### config.mk
export PLATFORM = sky130hd
export DESIGN_NAME = vga_controller
export DESIGN_NICKNAME = d
export VERILOG_FILES = /design/src/rtl/vga_controller.sv
export SDC_FILE = /design/constraint.sdc
export NUM_CORES = 1
export LEC_CHECK = 0
export ABC_AREA = 1
export CAP_MARGIN = 10
export CELL_PAD_IN_SITES_DETAIL_PLACEMENT = 1
export CELL_PAD_IN_SITES_GLOBAL_PLACEMENT = 1
export CORE_MARGIN = 3
export CORE_UTILIZATION = 35
export CTS_BUF_LIST = sky130_fd_sc_hd__clkbuf_4 sky130_fd_sc_hd__clkbuf_8 sky130_fd_sc_hd__clkbuf_16
export DETAILED_ROUTE_END_ITERATION = 16
export PLACE_DENSITY_LB_ADDON = 0.08
export SYNTH_ARGS = -nofsm -noshare
export SYNTH_HDL_FRONTEND = slang
export SYNTH_SLANG_ARGS = --single-unit
### constraint.sdc
create_clock -name clk -period 2.3 [get_ports clk]
set_clock_uncertainty 0.2 [all_clocks]
set_input_delay 0.575 -clock clk [delete_from_list [all_inputs] [get_ports clk]]
set_output_delay 0.575 -clock clk [all_outputs]
set_load 0.05 [all_outputs]
### src/rtl/vga_controller.sv
// VGA timing generator: 25 MHz pixel enable derived from a 50 MHz clock, with h/v
// counters, sync/blank decode, a tick-advanced alignment delay and a frame counter.
module vga_controller #(
  parameter int H_ACTIVE   = 640,
  parameter int H_FP       = 16,
  parameter int H_SYNC     = 96,
  parameter int H_BP       = 48,
  parameter int V_ACTIVE   = 480,
  parameter int V_FP       = 10,
  parameter int V_SYNC     = 2,
  parameter int V_BP       = 33,
  parameter int PIPE_DELAY = 1
) (
  input  logic       clk,
  input  logic       rst,
  output logic [9:0] x,
  output logic [9:0] y,
  output logic       hsync,
  output logic       vsync,
  output logic       blank_n,
  output logic       sync_n,
  output logic       vga_clk,
  output logic       pixel_tick,
  output logic       frame_start,
  output logic [7:0] frame_count
);

  localparam int H_TOTAL = H_ACTIVE + H_FP + H_SYNC + H_BP;
  localparam int V_TOTAL = V_ACTIVE + V_FP + V_SYNC + V_BP;

  localparam logic [9:0] H_LAST    = 10'(H_TOTAL - 1);
  localparam logic [9:0] V_LAST    = 10'(V_TOTAL - 1);
  localparam logic [9:0] H_VIS_END = 10'(H_ACTIVE);
  localparam logic [9:0] V_VIS_END = 10'(V_ACTIVE);
  localparam logic [9:0] HS_START  = 10'(H_ACTIVE + H_FP);
  localparam logic [9:0] HS_END    = 10'(H_ACTIVE + H_FP + H_SYNC);
  localparam logic [9:0] VS_START  = 10'(V_ACTIVE + V_FP);
  localparam logic [9:0] VS_END    = 10'(V_ACTIVE + V_FP + V_SYNC);

  typedef struct packed {
    logic hsync;
    logic vsync;
    logic blank_n;
  } sync_t;

  localparam sync_t SYNC_IDLE = '{hsync: 1'b1, vsync: 1'b1, blank_n: 1'b0};

  logic       tick;
  logic [9:0] h_count;
  logic [9:0] v_count;
  logic [7:0] frame_cnt;
  logic       h_wrap;
  logic       v_wrap;
  sync_t      raw;
  sync_t      dly;

  assign h_wrap = (h_count == H_LAST);
  assign v_wrap = (v_count == V_LAST);

  // Reset wins over everything, so a frame cut short by rst never reports completion.
  assign frame_start = tick & h_wrap & v_wrap & ~rst;

  always_ff @(posedge clk) begin
    if (rst) begin
      tick      <= 1'b0;
      h_count   <= '0;
      v_count   <= '0;
      frame_cnt <= '0;
    end else begin
      tick <= ~tick;
      if (frame_start) frame_cnt <= frame_cnt + 8'd1;
      if (tick) begin
        if (h_wrap) begin
          h_count <= '0;
          v_count <= v_wrap ? '0 : v_count + 10'd1;
        end else begin
          h_count <= h_count + 10'd1;
        end
      end
    end
  end

  always_comb begin
    raw.hsync   = !((h_count >= HS_START) && (h_count < HS_END));
    raw.vsync   = !((v_count >= VS_START) && (v_count < VS_END));
    raw.blank_n = (h_count < H_VIS_END) && (v_count < V_VIS_END);
  end

  // Delay line keeps sync/blank aligned with a downstream pixel path of equal latency.
  if (PIPE_DELAY == 0) begin : g_nodly
    assign dly = raw;
  end else begin : g_dly
    sync_t [PIPE_DELAY-1:0] pipe;

    always_ff @(posedge clk) begin
      if (rst) begin
        for (int i = 0; i < PIPE_DELAY; i++) pipe[i] <= SYNC_IDLE;
      end else if (tick) begin
        pipe[0] <= raw;
        for (int i = 1; i < PIPE_DELAY; i++) pipe[i] <= pipe[i-1];
      end
    end

    assign dly = pipe[PIPE_DELAY-1];
  end

  assign x           = h_count;
  assign y           = v_count;
  assign hsync       = dly.hsync;
  assign vsync       = dly.vsync;
  assign blank_n     = dly.blank_n;
  assign sync_n      = 1'b0;
  assign vga_clk     = tick;
  assign pixel_tick  = tick;
  assign frame_count = frame_cnt;

endmodule

# Word level (Yosys, flattened, before mapping)
# Cells that the tools add are included.
# totals
ff_bits,32
wordCells,31
# op_classes
add_sub_neg,3
order_cmp,6
n_eq_ne,2
n_mux,2
n_bitwise,5
n_reduce_logical,6
# ops
operator,count
"10-bit by 1-bit adder with 10-bit output, second input constant",2
"10-bit equality test, second input constant",2
"10-bit less-than comparator, second input constant",2
"10-bit by 9-bit less-than comparator with 1-bit output, second input constant",2
10-bit two-way mux,2
"10-bit >= comparator, second input constant",1
"10-bit by 9-bit >= comparator with 1-bit output, second input constant",1
"8-bit by 1-bit adder with 8-bit output, second input constant",1
1-bit bitwise AND,3
1-bit logical AND,3
1-bit zero test,2
1-bit inverter,2
2-bit AND reduction,1

# Longest topological paths before layout
# Gate-level depths: netlist of the first run.
# logic_depth
word_depth,4
ltp_mapped,11
depth_no_buf,10

# Least setup slack after synthesis of the first run
# Ideal clock, no wire load.
# synth_path
path_kind,register -> output
from,register h_count[1] (netlist: x[1])
to,output frame_start
t_arrival_ns,1.916
setup_slack_ns,-0.391
path_stages_with_launch,6
path_cell_list,dfxtp_1 > ha_1 > inv_1 > nor3_1 > nand3_1 > nor2_1
# synth_between
elab_chain_len,4
# synth_lines
element,line,rtl
"start, declared",49,logic [9:0] h_count;
"start signal, assigned",77,h_count <= h_count + 10'd1;
10-bit equality test,57,assign h_wrap = (h_count == H_LAST);
1-bit bitwise AND (3 in series),61,assign frame_start = tick & h_wrap & v_wrap & ~rst;
"end, declared",24,"output logic frame_start,"
# Every way passes these cells.

# Worst setup path after layout of the first run
# layout_path
from,register h_count[6] (netlist: x[6])
to,output frame_start
# Same word-level chain as after synthesis.

==> impl_metrics.yaml, run 1 <==
logic_synthesis:
  synth_cell_types: 28
  library_cell_occupying_the_most_area_in_the_post_synthesis_netlist: "sky130_fd_sc_hd__dfxtp_1"
  synthesized_netlist_cell_count: 255
  synth.avg_cell_area_sq_um: 6.78
  postSynthRegisterBits: 32
  netlist_top_cells_area: "sky130_fd_sc_hd__dfxtp_1, sky130_fd_sc_hd__nand2_1, sky130_fd_sc_hd__inv_1"
  mappedNetlistNets: 263
  yosys.area.top_type_share: 0.371
  synthesis.yosys.warnings: 0
  synth.yosys.seq_area_share: 0.371
  synthesis.area_sq_um: 1730
run:
  max_cap_viol_count: 0
cts:
  numClockSinks: 32
  hold_buf_count_cts: 0
  cts_made_buffers: 5
  clock_tree_from_tritoncts: "yes"
  clock_tree.htree_level_count: 2
  clk_pin_slew_worst_paths_ns: 0.07
  clock_latency_ns: 0.28
  clock-root-buffer: "sky130_fd_sc_hd__clkbuf_8"
  maximum_count_of_clock_buffers_along_a_single_path: 2
pwr:
  p_leak_nw: 1.03
  powerDensity_nw_per_um2: 505
  ir_drop_v: 0.000270
critical_path:
  worst-endpoint-arrival_ns: 1.47
  critPathKind: "reg -> out"
  critical_path.startpoint: "x[6]$_SDFFE_PP0P_"
  critical_path.startpoint_type: "flip-flop"
  ff2ff_setup_slack_ns: 0.42
  critPathCapture: "frame_start"
  launch_point_of_the_worst_reg_to_reg_path: "y[1]$_SDFFE_PP0P_"
  rr_worst_depth: 11
  required_ns: 1.52
  element_type_at_the_critical_path_end: "primary output"
  crit_path_max_fanout: 5
  timing.rr.end: "frame_count[3]$_SDFFE_PP0P_"
sta:
  tightest_slew_ns: 0.504
  rsz0062_at_grt: "yes"
  final.period_utilization: 0.977
  hold_viol_final: 0
  max_freq_ghz: 0.445
  setup_viol_count_final: 0
  maxSlewHeadroom: 0.663
  setup_slack_ns: 0.0535
  period_minus_slack_ns: 2.25
  finalMaxSlewViolations: 0
floorplanning:
  starting_utilization_of_the_core_area: 0.379
  core-area_sq_um: 4560
  die_height_um: 76.3
  core.rowCount: 24
  io-pin-count: 37
  die_w_um: 76.3
  die_area_sq_um: 5820
grt:
  global_route.usage.total: 0.193
  gr-total-overflow: 0
  grt_pass1_vias: 1834
  maximum_number_of_pins_on_one_net_before_global_route_repair: 16
  first_pass_grt_wire_length_um: 9070
  number_of_antenna_violations_at_the_first_check_in_global_routing: 0
finish:
  sequential_cell_area_sq_um: 656
  fin_nets: 326
  final_common_cell: "sky130_fd_sc_hd__nand2_1"
  fillers: 617
  stdcell_count: 384
  n_antenna_cell: 0
  drive_gt1_frac: 0.270
  area_growth_syn_to_layout_pct: 44.4
  multiInputGateArea_sq_um: 980
  post-route-cell-area_sq_um: 2490
  layout.cells.most_common_list: "sky130_fd_sc_hd__nand2_1, sky130_fd_sc_hd__buf_4, sky130_fd_sc_hd__nor2_1"
worst_hold_path:
  hp-class: "reg -> reg"
  min_delay_path_depth: 2
place:
  place.port_buffers: 35
  hpwlAfterDp_um: 3930
  dp_cells: 365
  post-place-ws_ns: -0.133
  routabilityCongestion: 0.840
  placedInstanceArea_sq_um: 2220
drt:
  drtPass1Iterations: 4
  drt-initial-drc-count: 92
  post_drt_wl_per_cell_um: 14.3
  detailroute.via_count: 1820
  avgViaCountPerCell: 4.74
  drt_drc_violations_left: 0
  routed_wl_um: 5510
  drtAntennaViolNets: 0
run_status:
  status: "complete, no violations"
[cells in the mapped netlist]
master and n:
sky130_fd_sc_hd__nor3b_1 2, sky130_fd_sc_hd__xnor2_1 1, sky130_fd_sc_hd__ha_1 6, sky130_fd_sc_hd__nand3_2 1, sky130_fd_sc_hd__nand4_4 1, sky130_fd_sc_hd__nor2_1 36, sky130_fd_sc_hd__nand3b_1 3, sky130_fd_sc_hd__nor2_2 4
sky130_fd_sc_hd__buf_4 2, sky130_fd_sc_hd__nand3_1 17, sky130_fd_sc_hd__inv_2 2, sky130_fd_sc_hd__inv_1 36, sky130_fd_sc_hd__nand4_1 6, sky130_fd_sc_hd__a21oi_1 12, sky130_fd_sc_hd__o22ai_1 2, sky130_fd_sc_hd__o2111ai_1 1
sky130_fd_sc_hd__nor2_4 2, sky130_fd_sc_hd__dfxtp_1 32, sky130_fd_sc_hd__clkbuf_1 1, sky130_fd_sc_hd__nand2_2 2, sky130_fd_sc_hd__conb_1 1, sky130_fd_sc_hd__nand2_1 62, sky130_fd_sc_hd__buf_6 1, sky130_fd_sc_hd__o21ai_0 6
sky130_fd_sc_hd__nor3_1 11, sky130_fd_sc_hd__nor4_1 1, sky130_fd_sc_hd__o21ai_2 1, sky130_fd_sc_hd__xor2_1 3
[worst min path at each step]
stage                                     from              endpoint  slack, ns
after floorplan              x[1]$_SDFFE_PP0P_     x[1]$_SDFFE_PP0P_       0.41
after global placement    blank_n$_SDFFE_PP0P_  blank_n$_SDFFE_PP0P_       0.25
after detailed placement  blank_n$_SDFFE_PP0P_  blank_n$_SDFFE_PP0P_       0.25
after CTS                 blank_n$_SDFFE_PP0P_  blank_n$_SDFFE_PP0P_       0.27
after global routing      blank_n$_SDFFE_PP0P_  blank_n$_SDFFE_PP0P_       0.30
final                     blank_n$_SDFFE_PP0P_  blank_n$_SDFFE_PP0P_       0.26
[kinds of logic after synthesis]
group | Yosys count | share of synthesized area
AO/OA/AOI/OAI | 22 | 0.0695
other | 1 | 0.00217
flip-flops | 32 | 0.371
adder cells (fa/ha/maj) | 6 | 0.0434
XOR/XNOR | 4 | 0.0203
buffers and inverters | 42 | 0.0999
AND/OR/NAND/NOR | 148 | 0.394
[state kept, by name, indices dropped and copies added, names as in the netlist]
| signal | cells |
|---|---|
| x | 10 |
| y | 10 |
| frame_count | 8 |
| blank_n | 1 |
| hsync | 1 |
| pixel_tick | 1 |
| vsync | 1 |
[power by group]
part / internal (mW) / leakage, nW / switching [mW]
logic: 0.0357 / 0.709 / 0.0618
registers: 0.557 / 0.262 / 0.00660
clock network: 0.382 / 0.0645 / 0.216
total: 0.975 / 1.03 / 0.284
[area by class of cell]
type / count / area share
Timing Repair Buffer: 60 / 0.204
Inverter: 38 / 0.0572
Multi-Input combinational cell: 181 / 0.393
Sequential cell: 32 / 0.263
Clock buffer: 7 / 0.0386
Clock inverter: 1 / 0.0120
Tap cell: 65 / 0.0326
[layer usage]
metal / vias to the layer above / track usage / share of wire / wire (um)
li1: 932 / - / - / -
met1: 848 / 0.246 / 0.46 / 2530
met2: 31 / 0.328 / 0.49 / 2680
met3: 9 / 0.0366 / 0.031 / 173
met4: 0 / 0.0616 / 0.021 / 118
met5: - / 0 / 0 / 0
[critical path, stage by stage, from the launching register on]
cell                      delay, ns
sky130_fd_sc_hd__dfxtp_4       0.36
sky130_fd_sc_hd__nor2_4        0.14
sky130_fd_sc_hd__inv_2         0.07
sky130_fd_sc_hd__nor3_4        0.23
sky130_fd_sc_hd__nand3_4       0.11
sky130_fd_sc_hd__nor2_4        0.13
sky130_fd_sc_hd__buf_12        0.15
[repair_timing]
action / CTS / global route
pin swaps: 2 / 6
cloned: 0 / 0
setup endpoints to repair: 1 / 1
buffers inserted: 8 / 3
gates resized for setup: 11 / 10
[stage by stage]
stage | TNS [ns] | total power [mW] | hold WS, ns | util
6_report | 0 | 1.26 | 0.263 | 0.547
5_1_grt | -0.0405 | 1.31 | 0.300 | 0.547
4_1_cts | 0 | 1.28 | 0.272 | 0.537
3_5_place_dp | -0.133 | 0.665 | 0.254 | 0.486
3_3_place_gp | -0.0997 | 0.664 | 0.251 | 0.486
2_1_floorplan | 0 | 0.628 | 0.412 | -
(Power assumes the default switching activity.)
==> run 2, diff against run 1 <==
Settings changed: CORE_UTILIZATION 35 to 43, DONT_BUFFER_PORTS set to 1.
==> run 2 against run 1 <==
  * Combinational power decreased by 35%
  * Setup slack got worse by 0.013 ns
  * Critical path type unchanged
  * Power shrank 19%
  * Clock power fell by 36%
  * Routed wire length is 5.0% lower
  * Maximum frequency fell by 0.57%
  * Cell count decreased by 12%
  * Critical path depth unchanged
==> impl_metrics.yaml, run 2 (synthesized netlist as in run 1, its figures left out) <==
pwr:
  seq_power_share: 0.562
  switching_share: 0.241
  pwr-share-comb: 0.062
  powerDensity_nw_per_um2: 477
  share_of_power_burned_in_the_clock_network: 0.376
  total_switching_power_uw: 245
  internal_power_uw: 770
  p_leak_nw: 0.877
  ir_drop_v: 0.000233
  totalPowerFinal_mw: 1.02
place:
  place.port_buffers: 0
  routabilityCongestion: 0.842
  placedInstanceArea_sq_um: 2010
  post-place-ws_ns: 0.232
  hpwlAfterDp_um: 3810
finish:
  n_antenna_cell: 0
  post-route-cell-area_sq_um: 2130
  area_growth_syn_to_layout_pct: 23.1
  final_common_cell: "sky130_fd_sc_hd__nand2_1"
  drive_gt1_frac: 0.213
  fin_nets: 301
  layout.cells.most_common_list: "sky130_fd_sc_hd__nand2_1, sky130_fd_sc_hd__nor2_1, sky130_fd_sc_hd__buf_4"
drt:
  detailroute.via_count: 1762
  drtAntennaViolNets: 0
  post_drt_wl_per_cell_um: 15.4
  drt-initial-drc-count: 76
  drtPass1Iterations: 4
  avgViaCountPerCell: 5.20
  drt_drc_violations_left: 0
  routed_wl_um: 5230
cts:
  clock_tree.htree_level_count: 2
  cts_made_buffers: 5
  hold_buf_count_cts: 0
  maximum_count_of_clock_buffers_along_a_single_path: 2
  numClockSinks: 32
  clock_tree_from_tritoncts: "yes"
  clock-root-buffer: "sky130_fd_sc_hd__clkbuf_8"
  clk_pin_slew_worst_paths_ns: 0.06
  clock_latency_ns: 0.28
grt:
  gr-usage-met1: 0.274
  gr-total-overflow: 0
  grt.met2_usage: 0.369
  grt_busiest_layer: "met2"
  maximum_number_of_pins_on_one_net_before_global_route_repair: 17
  number_of_antenna_violations_at_the_first_check_in_global_routing: 0
  global_route.usage.total: 0.221
  grt_pass1_vias: 1791
  global_route_track_usage_on_met3: 0.0623
  first_pass_grt_wire_length_um: 8510
sta:
  hold_viol_final: 0
  max_freq_ghz: 0.443
  maxSlewHeadroom: 0.650
  finalMaxSlewViolations: 0
  tightest_slew_ns: 0.524
  period_minus_slack_ns: 2.26
  setup_slack_ns: 0.0407
  setup_viol_count_final: 0
  final.period_utilization: 0.982
floorplanning:
  core.rowCount: 22
  io-pin-count: 37
  starting_utilization_of_the_core_area: 0.458
  die_height_um: 69.4
  core-area_sq_um: 3770
  die_w_um: 69.4
  die_area_sq_um: 4810
critical_path:
  critical_path.startpoint_type: "flip-flop"
  critPathKind: "reg -> out"
  crit_path_max_fanout: 4
  worst-endpoint-arrival_ns: 1.48
  required_ns: 1.52
  element_type_at_the_critical_path_end: "primary output"
worst_hold_path:
  hp-class: "in -> reg"
run_status:
  status: "complete, no violations"
run:
  max_cap_viol_count: 0
run 2: cell count changes in the layout (fill, tap and decap cells not counted), sizes merged:
cell / delta
clkdlybuf4s50: -8
clkbuf: -2
dlygate4sd2: -1
buf: -16
bufinv: -1
run 2: area by class of cell:
cell class | instances | area [sq um]
fill | 520 | 1640
timing repair buffer | 35 | 263
multi-input combinational | 181 | 950
clock buffer | 5 | 68.8
sequential | 32 | 643
tap | 48 | 60.1
inverter | 38 | 143
run 2: timing repair:
action	in CTS	in global routing
pin swaps	4	4
setup endpoints to repair	1	1
resized for setup	4	3
buffers inserted	2	1
run 2: worst paths after layout:
| kind | start | endpoint | slack, ns | cells past startpoint |
|---|---|---|---|---|
| setup / recovery | y[0]$_SDFFE_PP0P_ | frame_start | 0.04 | 6 |
| hold / removal | rst | x[6]$_SDFFE_PP0P_ | 0.16 | 1 |
| hold reg to reg | y[1]$_SDFFE_PP0P_ | y[1]$_SDFFE_PP0P_ | 0.35 | 2 |
| setup reg to reg | x[0]$_SDFFE_PP0P_ | frame_count[6]$_SDFFE_PP0P_ | 0.31 | 11 |
run 2: through the flow:
step                      hold slack, ns  cells   util  TNS, ns
after floorplan                    0.412    255      -        0
after global placement             0.284    331  0.533        0
after detailed placement           0.306    331  0.533        0
after CTS                          0.154    338  0.561        0
after global routing               0.151    339  0.564  -0.0209
final                              0.163    339  0.564        0
run 2: per-layer routing:
metal,share of wire,vias up
met3,0.040,7
met4,0.013,0
met2,0.50,38
li1,-,876
met5,0,-
met1,0.44,841
run 2: critical path: stages (launching register included):
cell and delay (ns):
sky130_fd_sc_hd__dfxtp_1 0.32, sky130_fd_sc_hd__inv_2 0.09, sky130_fd_sc_hd__ha_1 0.18, sky130_fd_sc_hd__nand2_1 0.06, sky130_fd_sc_hd__nor2_1 0.10, sky130_fd_sc_hd__nand3_2 0.11, sky130_fd_sc_hd__nor2_4 0.34
run 2: power by group through the flow:
stage          Sequential (mW)  Clock, mW  Combinational (mW)
3_5_place_dp             0.582          0              0.0602
6_report                 0.570      0.381              0.0632
5_1_grt                  0.571      0.418              0.0684
2_1_floorplan            0.598          0              0.0302
4_1_cts                  0.570      0.392              0.0615
3_3_place_gp             0.581          0              0.0595
